==> config.mk <==
export PLATFORM = sky130hd
export DESIGN_NAME = cmp_share_arb
export DESIGN_NICKNAME = d
export VERILOG_FILES = /design/src/rtl/cmp_share_arb.sv
export SDC_FILE = /design/constraint.sdc
export NUM_CORES = 1
export LEC_CHECK = 0
export CORE_MARGIN = 2
export CORE_UTILIZATION = 42
export DETAILED_ROUTE_END_ITERATION = 10
export HOLD_SLACK_MARGIN = 0.02
export PLACE_DENSITY = 0.91
export SYNTH_ARGS = -nofsm -noshare
export SYNTH_HDL_FRONTEND = slang
export SYNTH_SLANG_ARGS = --single-unit
==> constraint.sdc <==
create_clock -name clk -period 1.9 [get_ports clk]
set_input_delay 0.285 -clock clk [delete_from_list [all_inputs] [get_ports clk]]
set_output_delay 0.285 -clock clk [all_outputs]
set_load 0.01 [all_outputs]
==> src/rtl/cmp_share_arb.sv <==
// cmp_share_arb: round-robin arbiter sharing one 16-bit magnitude comparator
// (mag16) among NREQ requesters. Each grant takes three cycles:
// IDLE (grant and latch) -> CMP (compare) -> RESP (ack pulse).
// Optional build macro CMP_SIGNED_EN: compares the operands as
// two's-complement signed values. When it is undefined, the operands are
// compared as unsigned magnitudes.

// Combinational 16-bit magnitude comparator.
module mag16 (
    input  logic [15:0] a,
    input  logic [15:0] b,
    output logic        gt_c,
    output logic        eq_c,
    output logic        lt_c
);
    assign gt_c = (a > b);
    assign eq_c = (a == b);
    assign lt_c = (a < b);
endmodule

module cmp_share_arb #(
    parameter int unsigned NREQ  = 4,
    parameter int unsigned PTR_W = $clog2(NREQ)
) (
    input  logic                 clk,
    input  logic                 rst,
    input  logic [NREQ-1:0]      req,
    input  logic [NREQ*16-1:0]   opA,
    input  logic [NREQ*16-1:0]   opB,
    output logic [NREQ-1:0]      ack,
    output logic                 gt,
    output logic                 eq,
    output logic                 lt,
    output logic                 busy,
    output logic [PTR_W-1:0]     grant_id
);
    localparam int unsigned OPW = 16;

    localparam logic [1:0] ST_IDLE = 2'd0;
    localparam logic [1:0] ST_CMP  = 2'd1;
    localparam logic [1:0] ST_RESP = 2'd2;

    logic [1:0]       state;
    logic [1:0]       state_nx;
    logic [PTR_W-1:0] rr_ptr;
    logic [PTR_W-1:0] win_c;
    logic             win_vld_c;
    logic [OPW-1:0]   opa_q;
    logic [OPW-1:0]   opb_q;
    logic [OPW-1:0]   cmp_a_c;
    logic [OPW-1:0]   cmp_b_c;
    logic [OPW-1:0]   sel_a_c;
    logic [OPW-1:0]   sel_b_c;
    logic             gt_c;
    logic             eq_c;
    logic             lt_c;
    logic [OPW-1:0]   a_arr [NREQ];
    logic [OPW-1:0]   b_arr [NREQ];

    // Unpack the operand buses so the winner's operands can be selected by index.
    always_comb begin
        for (int unsigned i = 0; i < NREQ; i++) begin
            a_arr[i] = opA[i*OPW +: OPW];
            b_arr[i] = opB[i*OPW +: OPW];
        end
    end

    // Round-robin pick: the first set request found scanning upward from rr_ptr, with wrap.
    always_comb begin
        int unsigned idx;
        idx       = 0;
        win_c     = '0;
        win_vld_c = 1'b0;
        for (int unsigned i = 0; i < NREQ; i++) begin
            idx = (32'(rr_ptr) + i) % NREQ;
            if (!win_vld_c && req[PTR_W'(idx)]) begin
                win_vld_c = 1'b1;
                win_c     = PTR_W'(idx);
            end
        end
    end

    assign sel_a_c = a_arr[win_c];
    assign sel_b_c = b_arr[win_c];

    // Flipping the sign bit maps two's-complement order onto unsigned order.
`ifdef CMP_SIGNED_EN
    assign cmp_a_c = opa_q ^ 16'h8000;
    assign cmp_b_c = opb_q ^ 16'h8000;
`else
    assign cmp_a_c = opa_q;
    assign cmp_b_c = opb_q;
`endif

    mag16 u_mag16 (
        .a    (cmp_a_c),
        .b    (cmp_b_c),
        .gt_c (gt_c),
        .eq_c (eq_c),
        .lt_c (lt_c)
    );

    // State register.
    always_ff @(posedge clk) begin
        if (rst) begin
            state <= ST_IDLE;
        end else begin
            state <= state_nx;
        end
    end

    // Next-state logic: grant from IDLE, then a fixed CMP -> RESP -> IDLE sequence.
    always_comb begin
        state_nx = state;
        case (state)
            ST_IDLE: if (win_vld_c) state_nx = ST_CMP;
            ST_CMP:  state_nx = ST_RESP;
            ST_RESP: state_nx = ST_IDLE;
            default: state_nx = ST_IDLE;
        endcase
    end

    // Datapath and registered outputs: latch at grant, result and ack after CMP, advance the pointer in RESP.
    always_ff @(posedge clk) begin
        if (rst) begin
            ack      <= '0;
            gt       <= 1'b0;
            eq       <= 1'b0;
            lt       <= 1'b0;
            busy     <= 1'b0;
            grant_id <= '0;
            rr_ptr   <= '0;
            opa_q    <= '0;
            opb_q    <= '0;
        end else begin
            ack  <= '0;
            busy <= (state_nx != ST_IDLE);
            case (state)
                ST_IDLE: begin
                    if (win_vld_c) begin
                        opa_q    <= sel_a_c;
                        opb_q    <= sel_b_c;
                        grant_id <= win_c;
                    end
                end
                ST_CMP: begin
                    gt  <= gt_c;
                    eq  <= eq_c;
                    lt  <= lt_c;
                    ack <= NREQ'(1) << grant_id;
                end
                ST_RESP: begin
                    rr_ptr <= (grant_id == PTR_W'(NREQ-1)) ? '0 : grant_id + PTR_W'(1);
                end
                default: ;
            endcase
        end
    end

endmodule

; Word-level counts from Yosys, hierarchy flattened
; Cells that the tools add are included.
[classes]
n_addsub = 4
order_cmp = 7
eq_ne = 4
shift = 1
mux = 25
bitwise = 2
n_reduce_logical = 10
[ops]
columns = operator, count
row1 = binary-select mux 16 bit (select 2 bit), 2
row2 = two-way mux 16 bit, 4
row3 = equality test 16 bit, 1
row4 = > comparator 16 bit, 1
row5 = less-than comparator 16 bit, 1
row6 = "less-than comparator 2 x 3 -> 1 bit, second input constant", 4
row7 = two-way mux 2 bit, 6
row8 = binary-select mux 1 bit (select 2 bit), 4
row9 = two-way mux 1 bit, 8
row10 = "adder 2 x 1 -> 2 bit, second input constant", 2
row11 = "adder 2 bit, second input constant", 2
row12 = "equality test 2 bit, second input constant", 2
row13 = one-hot mux 2 bit (2 select lines), 1
row14 = "left shift 1 x 2 -> 4 bit, first input constant", 1
row15 = "greater-or-equal comparator 3 bit, second input constant", 1
row16 = logical AND 1 bit, 3
row17 = zero test 1 bit, 3
row18 = inverter 2 -> 3 bit, 1
row19 = "equality test 2 x 1 -> 1 bit, second input constant", 1
row20 = zero test 2 bit, 1
row21 = AND reduction 2 bit, 1
row22 = nonzero test 2 bit, 1
row23 = OR reduction 2 bit, 1
row24 = inverter 1 bit, 1
[word_totals]
regBits = 46
output_inout_bits = 10
wordCells = 63

; Depth between registers and ports, before layout
[logic_depth]
depth_word = 16
mapped_depth = 8
ltp_nobuf = 7

; Cells and area by module
; From an unflattened synthesis, not the netlist that was laid out.
[unflattened]
hier_cells = 295
area_unflattened_um2 = 3054.2
[by_module_without_submodules]
columns = mod, n_inst, cells_per_inst, area_per_inst_um2, seq_area_each_um2
row1 = cmp_share_arb, 1, 237, 2641.3, 920.9
row2 = mag16, 1, 58, 412.9, 0.0

; Worst setup path after synthesis
; OpenSTA, ideal clock, no wires.
[synth_path]
kind = register to register
from = register rr_ptr[1]
to = register opa_q[14], in the netlist cmp_a_c[14]
arrival_time_ns = 1.555
required_ns = 1.762
slack_ns = 0.207
path_stages_with_launch = 9
path_buffers = 3
path_cell_list = dfxtp_1 buf_6 mux2i_2 nor2_2 nor3_2 buf_6 buf_4 mux2i_1 o221ai_1
[synth_via]
elab_chain_cells = 16
elab_cells_between_ends = 30
classes_between = 3 x add/sub / 19 x mux / 1 x bitwise / 7 x reduce/logical
[synth_rtl]
columns = item, line
row1 = from (decl), 45  ; logic [PTR_W-1:0] rr_ptr;
row2 = from (signal assigned), 153  ; rr_ptr <= (grant_id == PTR_W'(NREQ-1)) ? '0 : grant_id + PTR_W'(1);
row3 = branches (longest 16 deep; another with adder 2 x 1 -> 2 bit), n/a
row4 = to (signal assigned), 141  ; opa_q <= sel_a_c;
row5 = to (decl), 48  ; logic [OPW-1:0] opa_q;
; Several ways; the timed one is not identified. The select of a mux whose other input is x is not followed.
; A chain may end at the register's enable or synchronous reset.

; Worst setup path in the final report
[layout_path]
from = register rr_ptr[1]
to = register opb_q[1], in the netlist cmp_b_c[1]
[layout_via]
elab_chain_cells = 16
elab_cells_between_ends = 30
classes_between = 3 x add/sub / 19 x mux / 1 x bitwise / 7 x reduce/logical
[layout_rtl]
columns = item, line
row1 = branches (longest 16 deep; another with adder 2 x 1 -> 2 bit), n/a
row2 = to (signal assigned), 142  ; opb_q <= sel_b_c;
row3 = to (decl), 49  ; logic [OPW-1:0] opb_q;
; Several ways; the timed one is not identified. The select of a mux whose other input is x is not followed.

==> results.toml <==
[clock_tree]
cts_root_buf = "clkbuf_8"
cts-htree-levels = 2
numCtsBuffers = 5
clock_latency_ns = 0.30
cts.path.max_buffers = 2
clk_pin_slew_ns = 0.09
ctsHoldBuffers = 0
cts_sinks = 46
tritoncts = "yes"

[grt]
track_usage_pct = 23.06
grt_max_degree = 36
grt_pass1_vias = 3202
grt_pass1_wl_um = 14480
overflow = 0
grt_antenna_before_repair = 0

[synthesis]
synth_warnings = 0
postSynthCellCount = 316
synth_largest_area_cell = "dfxtp_1"
synth_flop_cell = "dfxtp_1"
yosysTopAreaCellShare_pct = 29.91
yosysSeqAreaShare_pct = 29.91
ys_types = 48
synth_area_per_cell_um2 = 9.744
synthTopCellsByArea = "dfxtp_1 (30%), mux2i_1 (20%), ha_1 (6.9%)"
async_flop_share_pct = 0
syn_nets = 467
ys_seq_elements = 46
synth_edf_count = 0
syn_area_um2 = 3079

[min_path]
hold_class = "reg2reg"
hold_depth = 2

[placed_design]
placed_cells = 559
placed_cell_area_um2 = 4727
io_buffer_count = 143
dp_hpwl_um = 7483
gp_congestion = 0.8916

[final_layout]
drive_above_1_share_pct = 13.16
final_nets = 621
finalInstanceArea_um2 = 4905
utilization_pct = 68.35
antennaDiodeCount = 0
final-instance-count-excl-fill = 570
areaGrowthSynthToFinish_pct = 59.28
num-fill-cells = 548

[floorplan]
start_util_pct = 42.91
dieHeight_um = 89.63
die_area_um2 = 8033
die_w_um = 89.63
std_cell_rows = 31
core_um2 = 7176
io_pins = 144

[sta]
worst_hold_slack_ns = 0.4722
slew_headroom_pct = 71.81
clock.fmax_mhz = 556.2
setup_viol = 0
skew_ns = 0.008682
final-hold-violation-count = 0
finalMaxSlewViolations = 0
min_period_ns = 1.798
tightest_slew_ns = 0.4190
tns_ns = 0
fin_crit_sh_pct = 94.63

[routing]
dr.pass1.iters = 4
drt_iter0_drc = 104
wl_um = 9520
via_per_inst = 5.437
ant_nets = 0
via_count = 3099
drc = 0
wl_per_cell_um = 16.70

[critical_path]
critPathRequiredTime_ns = 2.08
cp.arrival_ns = 1.97
worst_setup_path_start_kind = "flop"
critPathMaxFanout = 13
reg2reg_depth = 7
cp-end-kind = "flop"
crit_type = "reg2reg"

[run]
maxCapViolations = 0

[outcome]
outcome = "completed"

[power]
cellPowerDensity_nw_per_um2 = 627.6
peakVddDrop_uv = 360.3
power.leakage_uw = 0.001988
==> cells by family (layout without fill, tap and decap cells) <==
family                   Yosys count  after routing  synth area share (%)
adder cells (fa/ha/maj)           17             17                 6.908
AND/OR/NAND/NOR                   69             69                 13.61
buffers and inverters             39            194                 7.191
AO/OA/AOI/OAI                     83             83                 22.11
multiplexers                      62             62                 20.28
flip-flops                        46             46                 29.91
==> registers in the layout, summed over array words and instances, names as in the netlist <==
name,count
ack,4
busy,1
cmp_a_c,16
cmp_b_c,16
eq,1
grant_id,2
gt,1
lt,1
rr_ptr,2
state,2
==> area by class of cell <==
type / instances / area, um^2 / area share (%)
well taps: 99 / 123.9 / 2.526
repair buffers: 168 / 1722 / 35.10
inverters: 18 / 67.56 / 1.378
multi-input cells: 231 / 1957 / 39.90
flip-flops and latches: 46 / 922.1 / 18.80
clock inverters: 3 / 43.79 / 0.8929
clock buffers: 5 / 68.82 / 1.403
==> worst max-delay path: stages (launching register included) <==
cell and delay (ns):
dfxtp_2 0.39, mux2i_2 0.25, nor2_2 0.08, nor3_4 0.25, buf_4 0.17, buf_12 0.15
mux2i_1 0.28, a221oi_2 0.11
==> per-stage QoR <==
step | power [uW] | worst slack, ns
5_1_grt | 3262 | -0.001195
3_3_place_gp | 2283 | -0.1852
2_1_floorplan | 1800 | 0.2069
4_1_cts | 3074 | 0.002939
3_5_place_dp | 2330 | -0.3156
6_report | 3078 | 0.1020
==> synth_stat cells (3+ instances only) <==
cell type and n:
a21bo_1 4, nor2_1 10, nand4_1 6, ha_1 17
o211ai_1 5, a21o_1 3, dfxtp_1 46, nand2b_1 4
buf_6 4, nand3b_1 8, a221oi_2 11, o31ai_1 4
nand3_1 9, nand2_1 13, inv_1 18, mux2i_1 61
o221ai_1 11, a221oi_1 6, o21ai_0 16, clkbuf_1 9
buf_4 4, a21oi_1 11
==> power breakdown <==
part | internal, uW | switching, uW
sequential | 1080 | 78.3
combinational | 666 | 523
clock | 394 | 338
total | 2140 | 939
==> cells in the final DEF, fill, tap and decap left out, drive strengths merged, types with 2 or more instances in the layout <==
cell type | netlist | layout
a21bo | 4 | 4
clkbuf | 10 | 6
ha | 17 | 17
or3 | 2 | 2
clkdlybuf4s50 | 0 | 139
nand2 | 13 | 13
nand4 | 6 | 6
nor3 | 3 | 3
o21ai | 16 | 16
o21bai | 2 | 2
o31ai | 4 | 4
dfxtp | 46 | 46
a211oi | 2 | 2
mux2i | 62 | 62
nor2 | 12 | 12
o211ai | 5 | 5
nor4 | 4 | 4
inv | 18 | 19
o221ai | 11 | 11
nand3b | 8 | 8
o221a | 2 | 2
a221oi | 17 | 17
a21o | 3 | 3
or2 | 2 | 2
nand2b | 5 | 5
nor2b | 2 | 2
a21oi | 12 | 12
dlymetal6s2s | 0 | 4
nand3 | 9 | 9
buf | 11 | 24
and3 | 2 | 2
==> path summary, 6_finish.rpt <==
path                           from                      end  slack, ns
max          rr_ptr[1]$_SDFFE_PP0N_  cmp_b_c[1]$_SDFFE_PP0P_       0.10
max reg2reg  rr_ptr[1]$_SDFFE_PP0N_  cmp_b_c[1]$_SDFFE_PP0P_       0.10
min reg2reg         lt$_SDFFE_PP0N_          lt$_SDFFE_PP0N_       0.47
min                 lt$_SDFFE_PP0N_          lt$_SDFFE_PP0N_       0.47
==> timing repair <==
action	in CTS	in global routing
resized for setup	0	8
buffers inserted	0	2
endpoints found under the setup margin	0	26
==> layer usage <==
metal / track usage [%] / up-vias / part of all wire [%]
li1: - / 1510 / -
met5: 0 / - / 0
met3: 4.662 / 15 / 8.4
met4: 7.870 / 0 / 2.0
met1: 27.37 / 1439 / 42
met2: 41.24 / 135 / 48
(Power assumes the default switching activity.)
